File: config.mk
export PLATFORM = sky130hd
export DESIGN_NAME = mem_cont_rd_tracker
export DESIGN_NICKNAME = d
export VERILOG_FILES = /design/src/rtl/mem_cont_rd_tracker.sv
export SDC_FILE = /design/constraint.sdc
export NUM_CORES = 1
export LEC_CHECK = 0
export BUFFER_PORTS_ARGS = -buffer_cell sky130_fd_sc_hd__buf_2
export CAP_MARGIN = 0
export CELL_PAD_IN_SITES_DETAIL_PLACEMENT = 1
export CELL_PAD_IN_SITES_GLOBAL_PLACEMENT = 1
export CORE_AREA = 2 2 114 116
export CTS_BUF_LIST = sky130_fd_sc_hd__clkbuf_4 sky130_fd_sc_hd__clkbuf_8
export CTS_CLUSTER_DIAMETER = 100
export CTS_CLUSTER_SIZE = 16
export DETAILED_ROUTE_END_ITERATION = 10
export DIE_AREA = 0 0 116 118
export GPL_ROUTABILITY_DRIVEN = 0
export PLACE_DENSITY = 0.87
export SLEW_MARGIN = 0
export SYNTH_ARGS = -nofsm -noshare
export SYNTH_HDL_FRONTEND = slang
export SYNTH_SLANG_ARGS = --single-unit
File: constraint.sdc
create_clock -name mem_clk -period 3.4 [get_ports mem_clk]
set_clock_uncertainty 0.15 [all_clocks]
set_input_delay 0.34 -clock mem_clk [delete_from_list [all_inputs] [get_ports mem_clk]]
set_output_delay 0.34 -clock mem_clk [all_outputs]
set_load 0.01 [all_outputs]
File: src/rtl/mem_cont_rd_tracker.sv
// Continuous-read tracker: keeps a memory read burst open after its data completes
// and acknowledges sequential follow-on reads without a new command being issued.
module mem_cont_rd_tracker #(
  parameter int ADDR_WIDTH = 32,
  parameter int LEN_WIDTH  = 12,
  parameter int TMO_WIDTH  = 16
) (
  input  logic                  mem_clk,
  input  logic                  mem_rst,
  input  logic                  mem_mr_xfer_valid,
  input  logic                  mem_mr_xfer_wr_rd,
  input  logic [ADDR_WIDTH-1:0] mem_mr_xfer_addr,
  input  logic [LEN_WIDTH-1:0]  mem_mr_xfer_len,
  input  logic                  xmittr_ack,
  input  logic                  rd_xfer_done,
  input  logic                  cont_rd_en,
  input  logic [TMO_WIDTH-1:0]  cont_rd_tmo,
  output logic                  cont_wr_rd_req,
  output logic                  cont_rd_ack,
  output logic                  cont_rd_term,
  output logic                  cont_rd_active,
  output logic [ADDR_WIDTH-1:0] cont_rd_exp_addr
);

  typedef enum logic [2:0] {
    IDLE,
    RD_BUSY,
    OPEN,
    CONT_ACK,
    CONT_BUSY
  } state_t;

  state_t                 state;
  logic [TMO_WIDTH-1:0]   tmo_cnt;
  logic [ADDR_WIDTH:0]    start_end;
  logic [ADDR_WIDTH:0]    cont_end;
  logic                   rd_req;
  logic                   len_ok;
  logic                   rd_start;
  logic                   match;

  // End address with carry bit; a carry means the burst would wrap the address space.
  function automatic logic [ADDR_WIDTH:0] end_addr(
    input logic [ADDR_WIDTH-1:0] base,
    input logic [LEN_WIDTH-1:0]  len
  );
    return {1'b0, base} + {{(ADDR_WIDTH + 1 - LEN_WIDTH){1'b0}}, len};
  endfunction

  always_comb begin
    start_end = end_addr(mem_mr_xfer_addr, mem_mr_xfer_len);
    cont_end  = end_addr(cont_rd_exp_addr, mem_mr_xfer_len);
    rd_req    = mem_mr_xfer_valid & ~mem_mr_xfer_wr_rd;
    len_ok    = (mem_mr_xfer_len != '0);
    rd_start  = rd_req & xmittr_ack & cont_rd_en;
    match     = (state == OPEN) & rd_req & len_ok & cont_rd_en &
                (mem_mr_xfer_addr == cont_rd_exp_addr) & ~cont_end[ADDR_WIDTH];
    cont_wr_rd_req = match | (state == CONT_ACK);
  end

  always_ff @(posedge mem_clk or posedge mem_rst) begin
    if (mem_rst) begin
      state            <= IDLE;
      tmo_cnt          <= '0;
      cont_rd_exp_addr <= '0;
      cont_rd_ack      <= 1'b0;
      cont_rd_term     <= 1'b0;
      cont_rd_active   <= 1'b0;
    end else begin
      cont_rd_ack  <= 1'b0;
      cont_rd_term <= 1'b0;
      case (state)
        IDLE: begin
          if (rd_start) begin
            cont_rd_exp_addr <= start_end[ADDR_WIDTH-1:0];
            if (!start_end[ADDR_WIDTH] && len_ok) state <= RD_BUSY;
          end
        end
        RD_BUSY, CONT_BUSY: begin
          if (rd_xfer_done) begin
            state          <= OPEN;
            tmo_cnt        <= '0;
            cont_rd_active <= 1'b1;
          end
        end
        OPEN: begin
          // Disable outranks a match; a match outranks the idle timeout.
          if (!cont_rd_en) begin
            state          <= IDLE;
            cont_rd_term   <= 1'b1;
            cont_rd_active <= 1'b0;
          end else if (match) begin
            state            <= CONT_ACK;
            cont_rd_ack      <= 1'b1;
            cont_rd_exp_addr <= cont_end[ADDR_WIDTH-1:0];
          end else if (mem_mr_xfer_valid || (tmo_cnt == cont_rd_tmo)) begin
            state          <= IDLE;
            cont_rd_term   <= 1'b1;
            cont_rd_active <= 1'b0;
          end else begin
            tmo_cnt <= tmo_cnt + 1'b1;
          end
        end
        CONT_ACK: state <= CONT_BUSY;
        default:  state <= IDLE;
      endcase
    end
  end

endmodule

After elaboration in Yosys (flattened, before gate mapping)
Index checks and enable logic that the tools add are counted.

cells by class
  muxes and demuxes = 28
  reduce and logical (&&, ||, !) cells = 12
  add/subtract/negate cells = 3
  eq/ne operators = 16
  bitwise gates (word level) = 11

operators by type and width
  operator               count
  $mux 32                3
  $add 32x12->33         2
  $mux 16                4
  $pmux 32 s2            1
  $eq 32x32->1           1
  $pmux 16 s2            1
  $mux 3                 6
  $add 16x1->16 const B  1
  $eq 16x16->1           1
  $ne 2x2->1 const B     7
  $pmux 3 s4             1
  $reduce_and 4->1       3
  $reduce_bool 12->1     1
  $mux 1                 11
  $and 1x1->1            8
  $eq 3x2->1 const B     2
  $reduce_and 5->1       1
  $ne 4x3->1 const B     1
  $reduce_bool 2->1      2
  $eq 3x1->1 const B     1
  $eq 3x3->1 const B     1
  $logic_not 3->1        1
  $ne 3x2->1 const B     1
  $ne 3x3->1 const B     1
  7 further kinds        8

word-level totals
  logic and storage cells = 76
  register bits = 54
  output and inout bits = 36
  input port bits = 67

Depth between registers and ports, before layout
  word-level depth = 10
  mapped depth = 11
  mapped depth without buffers = 10

Least setup slack after synthesis
OpenSTA, ideal clock, no wires.

  path type = register -> register
  start point = register cont_rd_exp_addr[0]
  end point = register cont_rd_exp_addr[23]
  clock period less this slack = 2,980 ps
  data arrival time = 2,759 ps
  cell stages (with the launch flop) = 11
  buffers on the path = 1
  library setup time = 71 ps
  data required time = 3,179 ps
  path slack = 420 ps
  cell sequence = dfrtp_1 -> ha_1 -> fa_1 -> a21oi_1 -> nor2_1 -> o21ai_0 -> a211oi_1 -> or4_4 -> buf_6 -> or4_1 -> nand4_1

on the way
  longest elaborated chain between the ends = 5
  elaborated cells on any way between the ends = 10
  those cells by class = add/sub: 1; eq/ne: 2; mux: 3; bitwise: 3; reduce/logical: 1

RTL lines
  element                                                RTL line  text
  start, declared                                        22        output logic [ADDR_WIDTH-1:0] cont_rd_exp_addr
  start signal, assigned                                 75        cont_rd_exp_addr <= start_end[ADDR_WIDTH-1:0];
  start signal, assigned                                 95        cont_rd_exp_addr <= cont_end[ADDR_WIDTH-1:0];
  $add 32x12->33 / $eq 32x32->1 (equally long branches)  47, 57
  $not 1->1 / $and 1x1->1 (equally long branches)        57, 56
  $and 1x1->1                                            57        (mem_mr_xfer_addr == cont_rd_exp_addr) & ~cont_end[ADDR_WIDTH];
  $ne 2x2->1 (no line)                                   --
  $reduce_and 4->1 (no line)                             --

Parallel ways exist; a longest one is shown, timed or not. The select of a mux whose other input is x is not followed.
A chain may end at the register's enable or synchronous reset.

Final worst setup path
  start point = register cont_rd_exp_addr[0]
  end point = register cont_rd_exp_addr[27]

Same word-level chain as after synthesis.

==> impl_results.md <==
- Layout Cell Area excl Fill: roughly 6000 um2
- Total negative slack: 0 ns
- Met3 track demand over resource: under 10%
- Routed wirelength normalized by instance count: 21.9 um
- Worst IR drop on VDD: approximately 0.27 mV
- Final critical-path required period: between 3 and 4 ns
- Num CTS Buffers: 5
- Proportion of total power due to net switching: between 40% and 50%
- Clock tree from TritonCTS: done
- Number of storage elements in the synthesis netlist: 54
- Share of synthesized registers carrying an async set or reset: 100%
- Power spent charging and discharging nets: between 1500 and 2000 uW
- Remaining Overflow, GRT: 0
- Global-route wire length before repair: about 32000 um
- Antenna violations before repair: 0
- Via Count: just under 6k
- Transition at the pin with the smallest max-transition slack: 1.01 ns
- Final Hold Fails: 0
- Share of Yosys cell area claimed by the top area cell type: about 26%
- Flop pwr share: a little under a third
- Highest-utilization routing layer at the global route stage: met2
- Fmax achieved: roughly 0.30 GHz
- Worst relative slew slack: between 30% and 40%
- Top FF cell, synth: sky130_fd_sc_hd__dfrtp_1
- Status: finished clean
- Synth warn: 0
- Pre-CTS setup slack: 0.0826 ns
- Lkg Pwr: between 0.002 and 0.003 uW
- Total Die Area: about 14000 um2
- Clock Path Buffers: 2
- Proportion of synthesized chip area in sequential cells: 25.8%
- Max-slew violation count: 0
- Fill cells: 1591
- Utilization of the core after routing: around half
- Count of endpoints failing setup in the final report: 0
- Antenna diode count: 0
- Leading post-synthesis cells by instance count: sky130_fd_sc_hd__nand2_1 (65), sky130_fd_sc_hd__dfrtp_1 (54), sky130_fd_sc_hd__xnor2_1 (51)
- Cell with the most instances after synthesis: sky130_fd_sc_hd__nand2_1
- Library cells used by synthesis: 64
- Fraction of final layout cells sized beyond drive strength 1: 20.5%
- Syn Area/Cell: 8.02 um2
- Share of power burned in the clock network: 12.4%
- Vert. Die Dim: ~120 um
- Total routed wirelength: 20400 um
- Synthesized Nets: approximately 750
- Internal power summed over all cells: ~2000 uW
- Crit path max fanout: 12
- Clock edge transition at the registers on the reported setup and hold paths: 0.12 ns
- Library cell with the largest summed area after synthesis: sky130_fd_sc_hd__dfrtp_1
- Maximum number of pins on one net before global-route repair: 49
- Post-layout worst setup margin: about 0.040 ns
- Avg Vias per Cell: 6.34
- Worst Path Class, Setup: reg -> reg
- Synthesized instance count: ~650
- 1st-iter DRT viols: roughly 470
- Post-synthesis cell area: about 5200 um2
- Post-synth EDFFs: 0
- Required time of the critical path: approximately 3.5 ns
- Half-perimeter wire length after placement: between 15000 and 20000 um
- Overall global routing resource usage: 29.6%
- Layout area overhead: 17.5%
- Critical Path End Type: flop
- Arrival @ worst endpoint: roughly 3.5 ns
- Antenna violation net count after detailed routing: 0
- Type of origin of the critical path: flop
- Placeable core area: 12400 um2
- Cell at the root of the clock tree: sky130_fd_sc_hd__clkbuf_8
- Clock latency on the worst-skew pair: ~0.34 ns
- Met1 GRT Util: a little under two fifths
- Initial standard-cell utilization of the core: 42.2%
- Combinational cell fraction of total power: between 50% and 60%
- Final-stage net count: 850
- Cell Rows: 41
- Via count of the first global-routing pass: between 6k and 7k
- Port Buffer Count: 102
- Total DRC errors in the routed layout: 0
- Type of the most critical hold path: in -> reg
- Tcrit/Tclk final: 98.8%
- Placement Cell Area: roughly 6000 um2
- Cell types occupying the most area after synthesis: sky130_fd_sc_hd__dfrtp_1 (26%), sky130_fd_sc_hd__xnor2_1 (8.5%), sky130_fd_sc_hd__ha_1 (6.0%), sky130_fd_sc_hd__nand2_1 (4.7%), sky130_fd_sc_hd__o21ai_0 (4.6%)
- Sink count of the clock tree: between 50 and 60
- CTS H-tree depth: 2
- Met2 Track Usage GR: approximately half
- Count of maximum capacitance violations: 0
- Width of the die: 116 um
- First-pass DRT Iterations: 5
- Power density over cell area: between 600 and 700 nW/um2
- Top-level I/O count: 103
- Post-Route Hold Slack: roughly 0.042 ns
[power by group through the flow]
| stage | Clock [uW] | Sequential (uW) | Combinational (uW) |
|---|---|---|---|
| 2_1_floorplan | 0 | 1200 | 1350 |
| 5_1_grt | 511 | 1290 | 2390 |
| 4_1_cts | 484 | 1230 | 2150 |
| 3_5_place_dp | 0 | 1250 | 2120 |
| 3_3_place_gp | 0 | 1230 | 2020 |
| 6_report | 488 | 1250 | 2200 |
[stage by stage]
| stage | std cells | power [uW] |
|---|---|---|
| global route | 929 | 4190 |
| CTS | 926 | 3870 |
| detailed placement | 917 | 3370 |
| finish | 929 | 3930 |
| floorplan | 653 | 2550 |
| global placement | 917 | 3250 |
[final timing paths]
kind                                startpoint  depth (start not counted)                    to  slack (ns)
max in group asynchronous              mem_rst                          4           tmo_cnt[15]        1.82
hold / removal                      cont_rd_en                          2          cont_rd_term        0.04
setup / recovery           cont_rd_exp_addr[0]                         10  cont_rd_exp_addr[27]        0.04
hold reg to reg                    tmo_cnt[15]                          1           tmo_cnt[15]        0.36
min in group asynchronous              mem_rst                          3  cont_rd_exp_addr[27]        0.38
setup reg to reg           cont_rd_exp_addr[0]                         10  cont_rd_exp_addr[27]        0.04
[layout by cell type, fill, tap and decap left out, drive strengths merged, types with 7 or more instances in the layout]
cell	Yosys	routed
a21oi	44	44
o21ai	49	49
and2	7	7
o211ai	11	11
a21o	11	11
xor2	25	25
nor2	35	35
a22oi	9	9
a31oi	8	8
nand3	26	26
nand4	22	22
o21a	7	7
or4	7	8
xnor2	51	51
nand2	65	65
a41oi	7	7
ha	25	25
buf	9	125
and3	18	18
inv	14	14
nor3	23	23
nor4	8	8
dfrtp	54	54
[worst max-delay path, cell delays in order (launching register included)]
cell and delay (ns):
sky130_fd_sc_hd__dfrtp_1 0.42, sky130_fd_sc_hd__ha_1 0.24, sky130_fd_sc_hd__fa_1 0.43, sky130_fd_sc_hd__a21oi_2 0.19, sky130_fd_sc_hd__nor2_1 0.08, sky130_fd_sc_hd__o21ai_0 0.18
sky130_fd_sc_hd__a211oi_1 0.16, sky130_fd_sc_hd__or4_4 0.62, sky130_fd_sc_hd__buf_4 0.22, sky130_fd_sc_hd__or4_1 0.49, sky130_fd_sc_hd__nand4_1 0.11
[per-layer routing]
| metal | up-vias | share of wire [%] |
|---|---|---|
| met4 | 0 | 3.8 |
| met2 | 260 | 49 |
| met5 | - | 0 |
| met3 | 67 | 6.2 |
| met1 | 2899 | 41 |
| li1 | 2664 | - |
[flip-flops by register name (all words and copies together), names as in the netlist]
| signal | cells |
|---|---|
| cont_rd_exp_addr | 32 |
| tmo_cnt | 16 |
| state | 3 |
| cont_rd_ack | 1 |
| cont_rd_active | 1 |
| cont_rd_term | 1 |
[logic make-up after synthesis]
| logic type | Yosys count | share of synthesized area (%) |
|---|---|---|
| and+or+nand+nor | 243 | 24.4 |
| xor gates and xnor gates | 76 | 12.7 |
| adders and majority gates | 27 | 6.74 |
| muxes | 9 | 1.79 |
| DFF | 54 | 25.8 |
| buffers and inverters | 45 | 3.51 |
| AOI/OAI and AO/OA | 199 | 25.1 |
[timing repair]
item | CTS | global route
endpoints found under the setup margin | 1 | 20
setup buffers | 1 | 2
pin swaps | 0 | 2
endpoints found under the hold margin | 17 | 0
gates resized for setup | 1 | 2
hold buffers | 1 | 0
gates cloned | 0 | 1
[layout make-up]
class	instances	area, um2	area share, %
timing repair buffer	126	693	11.3
sequential	54	1350	22.0
inverter	14	52.6	0.854
clock buffer	6	76.3	1.24
multi-input combinational	555	3730	60.6
clock inverter	2	37.5	0.610
tap	172	215	3.50
(Power assumes the default switching activity.)
